==> config.mk <==
export PLATFORM = sky130hd
export DESIGN_NAME = tx_chunk_framer_flat
export DESIGN_NICKNAME = d
export VERILOG_FILES = /design/src/rtl/min_os_pkg.sv /design/src/rtl/tx_chunk_framer_if.sv /design/src/rtl/rr_arbiter2.sv /design/src/rtl/tx_chunk_framer.sv /design/src/flat_wrapper.sv
export SDC_FILE = /design/constraint.sdc
export NUM_CORES = 1
export LEC_CHECK = 0
export ABC_AREA = 1
export ABC_CLOCK_PERIOD_IN_PS = 1400
export BUFFER_PORTS_ARGS = -buffer_cell sky130_fd_sc_hd__buf_2
export CAP_MARGIN = 30
export CORE_MARGIN = 4
export CORE_UTILIZATION = 31
export CTS_BUF_LIST = sky130_fd_sc_hd__clkbuf_2 sky130_fd_sc_hd__clkbuf_4 sky130_fd_sc_hd__clkbuf_8
export DETAILED_ROUTE_END_ITERATION = 16
export PLACE_DENSITY_LB_ADDON = 0.08
export SLEW_MARGIN = 30
export SYNTH_ARGS = -nofsm -noshare
export SYNTH_HDL_FRONTEND = slang
export SYNTH_SLANG_ARGS = --single-unit
==> constraint.sdc <==
create_clock -name CLK -period 1.4 [get_ports CLK]
set_clock_uncertainty 0.1 [all_clocks]
set_input_delay 0.35 -clock CLK [delete_from_list [all_inputs] [get_ports CLK]]
set_output_delay 0.35 -clock CLK [all_outputs]
set_load 0.01 [all_outputs]
==> src/rtl/min_os_pkg.sv <==
// Shared definitions for the virtual-peripheral chunk path: framer state
// encoding, default frame sync byte and chunk-type identifiers.
package min_os_pkg;

    typedef enum logic [2:0] {
        ST_IDLE         = 3'd0,
        ST_SEND_SYNC    = 3'd1,
        ST_SEND_TYPE    = 3'd2,
        ST_SEND_PAYLOAD = 3'd3,
        ST_ACK          = 3'd4
    } frame_state_e;

    localparam logic [7:0] DEFAULT_SYNC_BYTE = 8'hAA;

    // Chunk types carried in the TYPE byte of a frame
    localparam logic [7:0] CHUNK_NONE      = 8'd0;
    localparam logic [7:0] CHUNK_BUTTONS   = 8'd1;
    localparam logic [7:0] CHUNK_LEDS      = 8'd2;
    localparam logic [7:0] CHUNK_SEVEN_SEG = 8'd3;
    localparam logic [7:0] CHUNK_SWITCHES  = 8'd4;

    // True in the states that present a byte to the UART
    function automatic logic is_send_state(frame_state_e s);
        return (s == ST_SEND_SYNC) || (s == ST_SEND_TYPE) || (s == ST_SEND_PAYLOAD);
    endfunction

endpackage

==> src/rtl/tx_chunk_framer_if.sv <==
// Byte-level valid/ready link between the chunk framer and the UART
// transmitter. The framer is the master.
interface tx_chunk_framer_if;
    logic [7:0] uart_tx_data;
    logic       uart_tx_valid;
    logic       uart_tx_ready;

    modport master (output uart_tx_data, output uart_tx_valid, input uart_tx_ready);
    modport slave  (input uart_tx_data, input uart_tx_valid, output uart_tx_ready);
endinterface

==> src/rtl/rr_arbiter2.sv <==
// Two-way round-robin arbiter. Grant is combinational and one-hot; the
// last-grant memory only moves when the caller commits the grant.
module rr_arbiter2 #(
    parameter bit CH0_PRIORITY_FIRST = 1'b1
) (
    input  logic       clk,
    input  logic       rst_n,
    input  logic [1:0] req,
    input  logic       grant_en,
    output logic [1:0] grant
);

    // 1 means channel 1 was served last, so channel 0 wins the next tie
    logic last_grant;

    // Single requester wins outright; on a tie the channel not served last wins
    always_comb begin
        grant = 2'b00;
        case (req)
            2'b01:   grant = 2'b01;
            2'b10:   grant = 2'b10;
            2'b11:   grant = last_grant ? 2'b01 : 2'b10;
            default: grant = 2'b00;
        endcase
    end

    // Remember the committed winner for the next contended round
    always_ff @(posedge clk or negedge rst_n) begin
        if (!rst_n)
            last_grant <= CH0_PRIORITY_FIRST;
        else if (grant_en && (|grant))
            last_grant <= grant[1];
    end

endmodule

==> src/rtl/tx_chunk_framer.sv <==
// Arbitrates two chunk producers and serializes the winner as a
// SYNC/TYPE/PAYLOAD frame to the UART, then acks that producer for one cycle.
module tx_chunk_framer
    import min_os_pkg::*;
#(
    parameter logic [7:0] SYNC_BYTE          = DEFAULT_SYNC_BYTE,
    parameter bit         CH0_PRIORITY_FIRST = 1'b1
) (
    input  logic                CLK,
    input  logic                RST_N,
    input  logic                ch0_should_update,
    input  logic [7:0]          ch0_tx_chunk_type,
    input  logic [7:0]          ch0_tx_chunk_bytes,
    output logic                ch0_reset,
    input  logic                ch1_should_update,
    input  logic [7:0]          ch1_tx_chunk_type,
    input  logic [7:0]          ch1_tx_chunk_bytes,
    output logic                ch1_reset,
    tx_chunk_framer_if.master   uart,
    output logic                busy
);

    frame_state_e state, state_nxt;
    logic [1:0]   req, grant;
    logic         grant_en;
    logic [7:0]   type_q, payload_q;
    logic         grant_ch;

    assign req = {ch1_should_update, ch0_should_update};

    rr_arbiter2 #(
        .CH0_PRIORITY_FIRST(CH0_PRIORITY_FIRST)
    ) u_arb (
        .clk      (CLK),
        .rst_n    (RST_N),
        .req      (req),
        .grant_en (grant_en),
        .grant    (grant)
    );

    // State register
    always_ff @(posedge CLK or negedge RST_N) begin
        if (!RST_N) state <= ST_IDLE;
        else        state <= state_nxt;
    end

    // Next state: grant only from IDLE, advance bytes on ready, ACK lasts one cycle
    always_comb begin
        state_nxt = state;
        grant_en  = 1'b0;
        case (state)
            ST_IDLE: begin
                if (|grant) begin
                    grant_en  = 1'b1;
                    state_nxt = ST_SEND_SYNC;
                end
            end
            ST_SEND_SYNC:    if (uart.uart_tx_ready) state_nxt = ST_SEND_TYPE;
            ST_SEND_TYPE:    if (uart.uart_tx_ready) state_nxt = ST_SEND_PAYLOAD;
            ST_SEND_PAYLOAD: if (uart.uart_tx_ready) state_nxt = ST_ACK;
            ST_ACK:          state_nxt = ST_IDLE;
            default:         state_nxt = ST_IDLE;
        endcase
    end

    // Capture the winner's chunk at grant so later input changes can't touch the frame
    always_ff @(posedge CLK or negedge RST_N) begin
        if (!RST_N) begin
            type_q    <= 8'h00;
            payload_q <= 8'h00;
            grant_ch  <= 1'b0;
        end else if (grant_en) begin
            type_q    <= grant[1] ? ch1_tx_chunk_type  : ch0_tx_chunk_type;
            payload_q <= grant[1] ? ch1_tx_chunk_bytes : ch0_tx_chunk_bytes;
            grant_ch  <= grant[1];
        end
    end

    // Registered outputs decoded from the state being entered, so they line up
    // with the state register; type/payload are already latched by then
    always_ff @(posedge CLK or negedge RST_N) begin
        if (!RST_N) begin
            uart.uart_tx_valid <= 1'b0;
            uart.uart_tx_data  <= 8'h00;
            ch0_reset          <= 1'b0;
            ch1_reset          <= 1'b0;
            busy               <= 1'b0;
        end else begin
            uart.uart_tx_valid <= is_send_state(state_nxt);
            case (state_nxt)
                ST_SEND_SYNC:    uart.uart_tx_data <= SYNC_BYTE;
                ST_SEND_TYPE:    uart.uart_tx_data <= type_q;
                ST_SEND_PAYLOAD: uart.uart_tx_data <= payload_q;
                default:         uart.uart_tx_data <= 8'h00;
            endcase
            ch0_reset <= (state_nxt == ST_ACK) && !grant_ch;
            ch1_reset <= (state_nxt == ST_ACK) &&  grant_ch;
            busy      <= (state_nxt != ST_IDLE);
        end
    end

endmodule

==> src/flat_wrapper.sv <==
// flat-port wrapper written by rule: the top's interface ports become plain ports
module tx_chunk_framer_flat import min_os_pkg::*;
#(
    parameter logic [7:0] SYNC_BYTE          = DEFAULT_SYNC_BYTE,
    parameter bit         CH0_PRIORITY_FIRST = 1'b1
)
  (CLK, RST_N, ch0_should_update, ch0_tx_chunk_type, ch0_tx_chunk_bytes, ch0_reset, ch1_should_update, ch1_tx_chunk_type, ch1_tx_chunk_bytes, ch1_reset, busy, uart_uart_tx_data, uart_uart_tx_valid, uart_uart_tx_ready);
  tx_chunk_framer_if uart_i ();
  input  logic CLK;
  input  logic RST_N;
  input  logic ch0_should_update;
  input  logic [7:0] ch0_tx_chunk_type;
  input  logic [7:0] ch0_tx_chunk_bytes;
  output logic ch0_reset;
  input  logic ch1_should_update;
  input  logic [7:0] ch1_tx_chunk_type;
  input  logic [7:0] ch1_tx_chunk_bytes;
  output logic ch1_reset;
  output logic busy;
  output wire logic [$bits(uart_i.uart_tx_data)-1:0] uart_uart_tx_data;
  output wire logic [$bits(uart_i.uart_tx_valid)-1:0] uart_uart_tx_valid;
  input wire logic [$bits(uart_i.uart_tx_ready)-1:0] uart_uart_tx_ready;
  assign uart_uart_tx_data = uart_i.uart_tx_data;
  assign uart_uart_tx_valid = uart_i.uart_tx_valid;
  assign uart_i.uart_tx_ready = uart_uart_tx_ready;
  tx_chunk_framer #(.SYNC_BYTE(SYNC_BYTE), .CH0_PRIORITY_FIRST(CH0_PRIORITY_FIRST)) u_core (.CLK(CLK), .RST_N(RST_N), .ch0_should_update(ch0_should_update), .ch0_tx_chunk_type(ch0_tx_chunk_type), .ch0_tx_chunk_bytes(ch0_tx_chunk_bytes), .ch0_reset(ch0_reset), .ch1_should_update(ch1_should_update), .ch1_tx_chunk_type(ch1_tx_chunk_type), .ch1_tx_chunk_bytes(ch1_tx_chunk_bytes), .ch1_reset(ch1_reset), .uart(uart_i), .busy(busy));
endmodule
==> results of run 1 <==
==> sequential cells by signal, indices dropped and copies added, names as in the netlist <==
signal                     flops
u_core.payload_q               8
u_core.type_q                  8
u_core.uart.uart_tx_data       8
u_core.state                   3
u_core.busy                    1
u_core.ch0_reset               1
u_core.ch1_reset               1
u_core.grant_ch                1
u_core.u_arb.last_grant        1
u_core.uart.uart_tx_valid      1
==> cell type report <==
| type | instances | area, sq um |
|---|---|---|
| Multi-Input combinational cell | 115 | 559 |
| Inverter | 12 | 57.6 |
| Clock buffer | 8 | 97.6 |
| Timing Repair Buffer | 57 | 323 |
| Tap cell | 52 | 65.1 |
| Fill cell | 467 | 2510 |
| Sequential cell | 33 | 830 |
==> power breakdown <==
| part | total (mW) | switching, mW | leakage [nW] | internal (mW) |
|---|---|---|---|---|
| clock | 0.764 | 0.324 | 0.0523 | 0.439 |
| sequential | 1.64 | 0.239 | 0.407 | 1.40 |
| combinational | 1.58 | 0.976 | 0.541 | 0.606 |
==> stage by stage <==
step | cell area, sq um | utilization | std cells | setup WS, ns | hold WS [ns]
after floorplan | 1460 | - | 165 | 0.140 | -0.0456
after global placement | 1800 | 0.406 | 268 | 0.0510 | 0.151
after detailed placement | 1800 | 0.406 | 268 | 0.0171 | 0.157
after CTS | 1910 | 0.430 | 277 | 0.00347 | 0.220
after global routing | 1930 | 0.435 | 277 | 0.00158 | 0.224
final | 1930 | 0.435 | 277 | 0.0919 | 0.229
==> what timing repair did <==
item | CTS | global route
hold buffers | 1 | 0
setup endpoints to repair | 0 | 20
hold endpoints to repair | 9 | 0
gates resized for setup | 0 | 8
==> cell families (layout without fill, tap and decap cells) <==
group           Yosys count  after routing  synth area share
compound gates           40             40             0.145
simple gates             75             75             0.232
flops                    33             33             0.567
buf+inv                  17             77            0.0557
==> final timing paths <==
check / start / to / slack (ns) / depth (start not counted)
max in group asynchronous: RST_N / u_core.type_q[4] / 0.35 / 3
min in group asynchronous: RST_N / u_core.state[0] / 0.38 / 2
hold reg to reg: u_core.grant_ch / u_core.ch0_reset / 0.33 / 1
hold / removal: ch1_tx_chunk_bytes[6] / u_core.payload_q[6] / 0.23 / 3
setup reg to reg: u_core.state[0] / u_core.uart.uart_tx_data[3] / 0.09 / 5
setup / recovery: u_core.state[0] / u_core.uart.uart_tx_data[3] / 0.09 / 5
==> placed cells by master, fill, tap and decap left out <==
cell type      instances
nand4_1                9
buf_12                 1
clkbuf_8               6
nand2_2                2
dfrtp_1               30
nand2_1               37
dfrtp_2                2
clkinv_8               1
o21ai_1               17
nor2_1                19
clkbuf_4               2
nand3_4                1
a21oi_4                1
inv_1                 11
buf_2                 48
nand3_1                5
o21ai_2                1
buf_4                  7
a21oi_1                5
dlygate4sd3_1          1
dfstp_2                1
nor2_4                 2
o21ai_0               16
==> per-layer routing <==
layer / vias up / global-route usage
met4: 0 / 0.0380
met5: - / 0
li1: 663 / -
met3: 5 / 0.0508
met1: 592 / 0.168
met2: 28 / 0.241
==> worst max-delay path, stage by stage (launching register included) <==
cell	delay (ns)
dfrtp_2	0.46
nor2_4	0.13
nand3_4	0.15
buf_4	0.20
nand4_1	0.08
nand2_1	0.06
==> metrics.csv, run 1 <==
stage,metric,value,unit
global_routing,grt_max_degree,19,
yosys,synth_largest_type_area_fraction,0.549,
drt,vias,1288,
yosys,async_reset_ff_frac,1.00,
yosys,synth.most_common_cell,nand2_1,
clock_network,worst_setup_hold_path_clk_slew,0.07,ns
clock_network,cts_sinks,33,
die,initial_core_util,0.328,
yosys,ys.flop_type,dfrtp_1,
clock_network,cts-buffers-inserted,5,
die,io_pins,49,
critical_path,crit_arrival,1.38,ns
yosys,synth_top_cells_by_count,"nand2_1 (39), dfrtp_1 (32), nor2_1 (19)",
global_routing,grt_pass1_wl,6.56,mm
drt,met3RoutedLength,167,um
die,dieWidth,76.6,um
power,fin_total_pwr,3.98,mW
timing,drv_slew,0,
clock_network,cts_root_buf,clkbuf_8,
critical_path,crit_type,flop to flop,
clock_network,htree_levels,2,
drt,detail-route-antenna-nets,0,
power,power_density,2060,mW/mm^2
clock_network,post_cts_buffers,0,
drt,drt_iter0_markers,39,
power,p_leak,1.00,nW
critical_path,critPathCaptureType,flop,
timing,timing.final.crit_share,0.934,
global_routing,grt_antenna_before_repair,0,
yosys,synth_nets,202,
layout,syn_to_final_growth,32.4,%
critical_path,worstPathMaxFanout,9,
drt,top_layer,met4,
layout,drive_above_1_share,0.333,
die,coreArea,0.00444,sq mm
place,gp_congestion,0.754,
yosys,ys_seq_elements,33,
drt,drcViolationCount,0,
global_routing,grt.overflow.total,0,
yosys,synth_area_per_cell,8.84,sq um
timing,setup-violations-final,0,
yosys,synth-edff-count,0,
place,portBuffers,48,
drt,m1WireLength,1.66,mm
clock_network,cts_tree,yes,
timing,fmax,764,MHz
timing,fin_crit,1.31,ns
timing,slew_headroom,0.812,
layout,fin_nets,261,
clock_network,clk_latency,0.28,ns
run_status,status,"finished, final reports clean",
timing,tns,0,ns
timing,worstMarginPinSlew,0.283,ns
yosys,ys_seq_area_frac,0.567,
yosys,syn_area,0.00146,sq mm
critical_path,startpoint_type,flop,
drt,first_pass_iters,4,
place,dp_hpwl,2.86,mm
timing,finalHoldViolCount,0,
min_path,worstHoldPathType,input port to flop,
drt,wl_per_cell,13.5,um
yosys,ys_types,18,
clock_network,clockBufferDepth,2,
die,core.rowCount,24,
yosys,syn_inst,165,
critical_path,required,1.47,ns
global_routing,groute.usage.overall,0.141,
die,die-area,0.00587,sq mm
drt,route.met2.wl,1.87,mm
timing,rsz0062_at_grt,false,
drt,viasPerCell,4.65,
yosys,synth_top_area_cell,dfrtp_1,
yosys,ys_warn_count,0,
power,ir_drop,0.000637,V
run,cap_violations,0,
die,fp.dieH,76.6,um
layout,diodes,0,
global_routing,grt_pass1_vias,1384,
drt,wl,3.73,mm
yosys,synthTopCellsByArea,"dfrtp_1 (55%), nand2_1 (10%), o21ai_1 (6.2%)",
No activity file was read; power rests on OpenSTA's default activity.
==> run 2: changes to the inputs <==
--- a/config.mk
+++ b/config.mk
@@ -14,6 +14,8 @@
 export CTS_BUF_LIST = sky130_fd_sc_hd__clkbuf_2 sky130_fd_sc_hd__clkbuf_4 sky130_fd_sc_hd__clkbuf_8
 export DETAILED_ROUTE_END_ITERATION = 16
 export PLACE_DENSITY_LB_ADDON = 0.08
+export RECOVER_POWER = 50
+export SETUP_SLACK_MARGIN = 0.3
 export SLEW_MARGIN = 30
 export SYNTH_ARGS = -nofsm -noshare
 export SYNTH_HDL_FRONTEND = slang
==> run 2 against run 1 <==
Combinational power up 55%. Non-clock buffer count up 11. Clock power up 39%. First-iteration DRC count up 31%. Register-to-register slack worse by 0.04 ns. Maximum frequency down 2.7%. Count of clock-buffer cells in the layout down 3. Core utilization up 6.6 points. Cell area up 15%. Power up 29%. Final cell count up 5.4%. Worst setup slack worse by 0.036 ns.
==> metrics.csv, run 2 (synthesized netlist as in run 1, its figures left out) <==
stage,metric,value,unit
run_status,status,"finished, final reports clean",
layout,drive_above_1_share,0.450,
clock_network,htree_levels,2,
timing,timing.final.crit_share,0.960,
timing,fmax,744,MHz
clock_network,cts_sinks,33,
die,die-area,0.00587,sq mm
timing,finalHoldViolCount,0,
layout,fin_nets,276,
layout,utilization,0.501,
place,portBuffers,48,
clock_network,cts_tree,yes,
die,dieWidth,76.6,um
die,core.rowCount,24,
drt,wl_per_cell,14.9,um
place,placed_cell_area,0.00177,sq mm
timing,drv_slew,0,
layout,final_common_cell,buf_2,
timing,setup-violations-final,0,
drt,drt_iter0_markers,51,
timing,tns,0,ns
global_routing,grt.overflow.total,0,
layout,final_design_area_no_fill,0.00223,sq mm
timing,fin_crit,1.34,ns
critical_path,crit_arrival,1.42,ns
critical_path,required,1.47,ns
critical_path,crit_chain,buf_6 -> buf_6 -> a21oi_2 -> nor2_4 -> nand4_1 -> nand2_1,
critical_path,cp_slowest_cell,dfrtp_1,
critical_path,startpoint_type,flop,
drt,detail-route-antenna-nets,0,
global_routing,groute.usage.overall,0.160,
timing,hold_ws,0.0353,ns
place,gp_congestion,0.734,
layout,diodes,0,
global_routing,grt_antenna_before_repair,0,
die,fp.dieH,76.6,um
clock_network,clk_latency,0.28,ns
critical_path,worstPathMaxFanout,5,
drt,wl,4.36,mm
drt,viasPerCell,4.82,
die,io_pins,49,
clock_network,cts_root_buf,clkbuf_8,
die,coreArea,0.00444,sq mm
layout,reg_top3,"u_core.payload_q: 8 flops, u_core.type_q: 8 flops, u_core.uart.uart_tx_data: 8 flops",
global_routing,grt_pass1_vias,1557,
power,fin_total_pwr,5.16,mW
min_path,worstHoldPathType,input port to async pin,
layout,most-common-layout-cells,"buf_2 (46), dfrtp_1 (30), o21ai_1 (29), nand2_1 (27), nor2_1 (19)",
clock_network,worst_setup_hold_path_clk_slew,0.07,ns
run,cap_violations,0,
timing,rsz0062_at_grt,true,
power,power_density,2320,mW/mm^2
clock_network,cts-buffers-inserted,5,
power,p_leak,1.12,nW
timing,slew_headroom,0.446,
critical_path,path_common_cell,buf_6,
drt,drcViolationCount,0,
global_routing,grt_pass1_wl,7.36,mm
place,dp_hpwl,2.80,mm
drt,vias,1408,
power,ir_drop,0.000922,V
layout,syn_to_final_growth,52.7,%
drt,first_pass_iters,4,
timing,worstMarginPinSlew,0.831,ns
die,initial_core_util,0.328,
critical_path,crit_type,flop to flop,
clock_network,clockBufferDepth,2,
critical_path,critPathCaptureType,flop,
critical_path,critPathMaxStageDelay,0.39,ns
global_routing,grt_max_degree,17,
==> run 2: path summary, 6_finish.rpt <==
path,startpoint,end,slack (ns),depth (start not counted)
setup / recovery,u_core.state[1],u_core.uart.uart_tx_data[4],0.06,6
hold reg to reg,u_core.grant_ch,u_core.ch0_reset,0.32,1
setup reg to reg,u_core.state[1],u_core.uart.uart_tx_data[4],0.06,6
max in group asynchronous,RST_N,u_core.type_q[1],0.32,2
hold / removal,RST_N,u_core.uart.uart_tx_data[3],0.04,1
min in group CLK,ch1_tx_chunk_type[7],u_core.type_q[7],0.22,3
==> run 2: layout make-up <==
type	instances	area, sq um
multi-input combinational	117	657
tap	52	65.1
timing repair buffer	68	472
timing repair inverter	2	15.0
inverter	12	55.1
sequential	33	830
clock inverter	3	65.1
clock buffer	5	68.8
fill	451	2220
==> run 2: critical path: cells and delay by family, from the launching register on <==
kind	cells	cell delay (ns)
AOI/OAI and AO/OA	1	0.25
buffers and inverters	2	0.24
DFF	1	0.39
and+or+nand+nor	3	0.25
==> run 2: layer usage <==
layer,vias to the layer above,global-route usage,wire (um)
met4,0,0.0725,65
met3,8,0.0414,218
met5,-,0,0
met1,661,0.190,1790
met2,38,0.269,2290
li1,701,-,-
==> run 2: power breakdown <==
| part | internal (mW) | switching, mW | total [mW] |
|---|---|---|---|
| registers | 1.40 | 0.247 | 1.64 |
| logic | 1.12 | 1.34 | 2.45 |
| clock network | 0.707 | 0.355 | 1.06 |
==> run 2: metrics by stage <==
step                      worst slack [ns]  cells
final                               0.0561    292
after CTS                           0.0816    286
after floorplan                      0.200    165
after detailed placement           -0.0252    265
after global routing               -0.0153    292
after global placement              0.0288    265
==> run 2: what timing repair did <==
action,4_1_cts,5_1_grt
endpoints found under the hold margin,12,12
buffers inserted,9,4
pin swaps,6,14
gates resized for setup,32,25
gates cloned,4,2
setup endpoints to repair,42,44
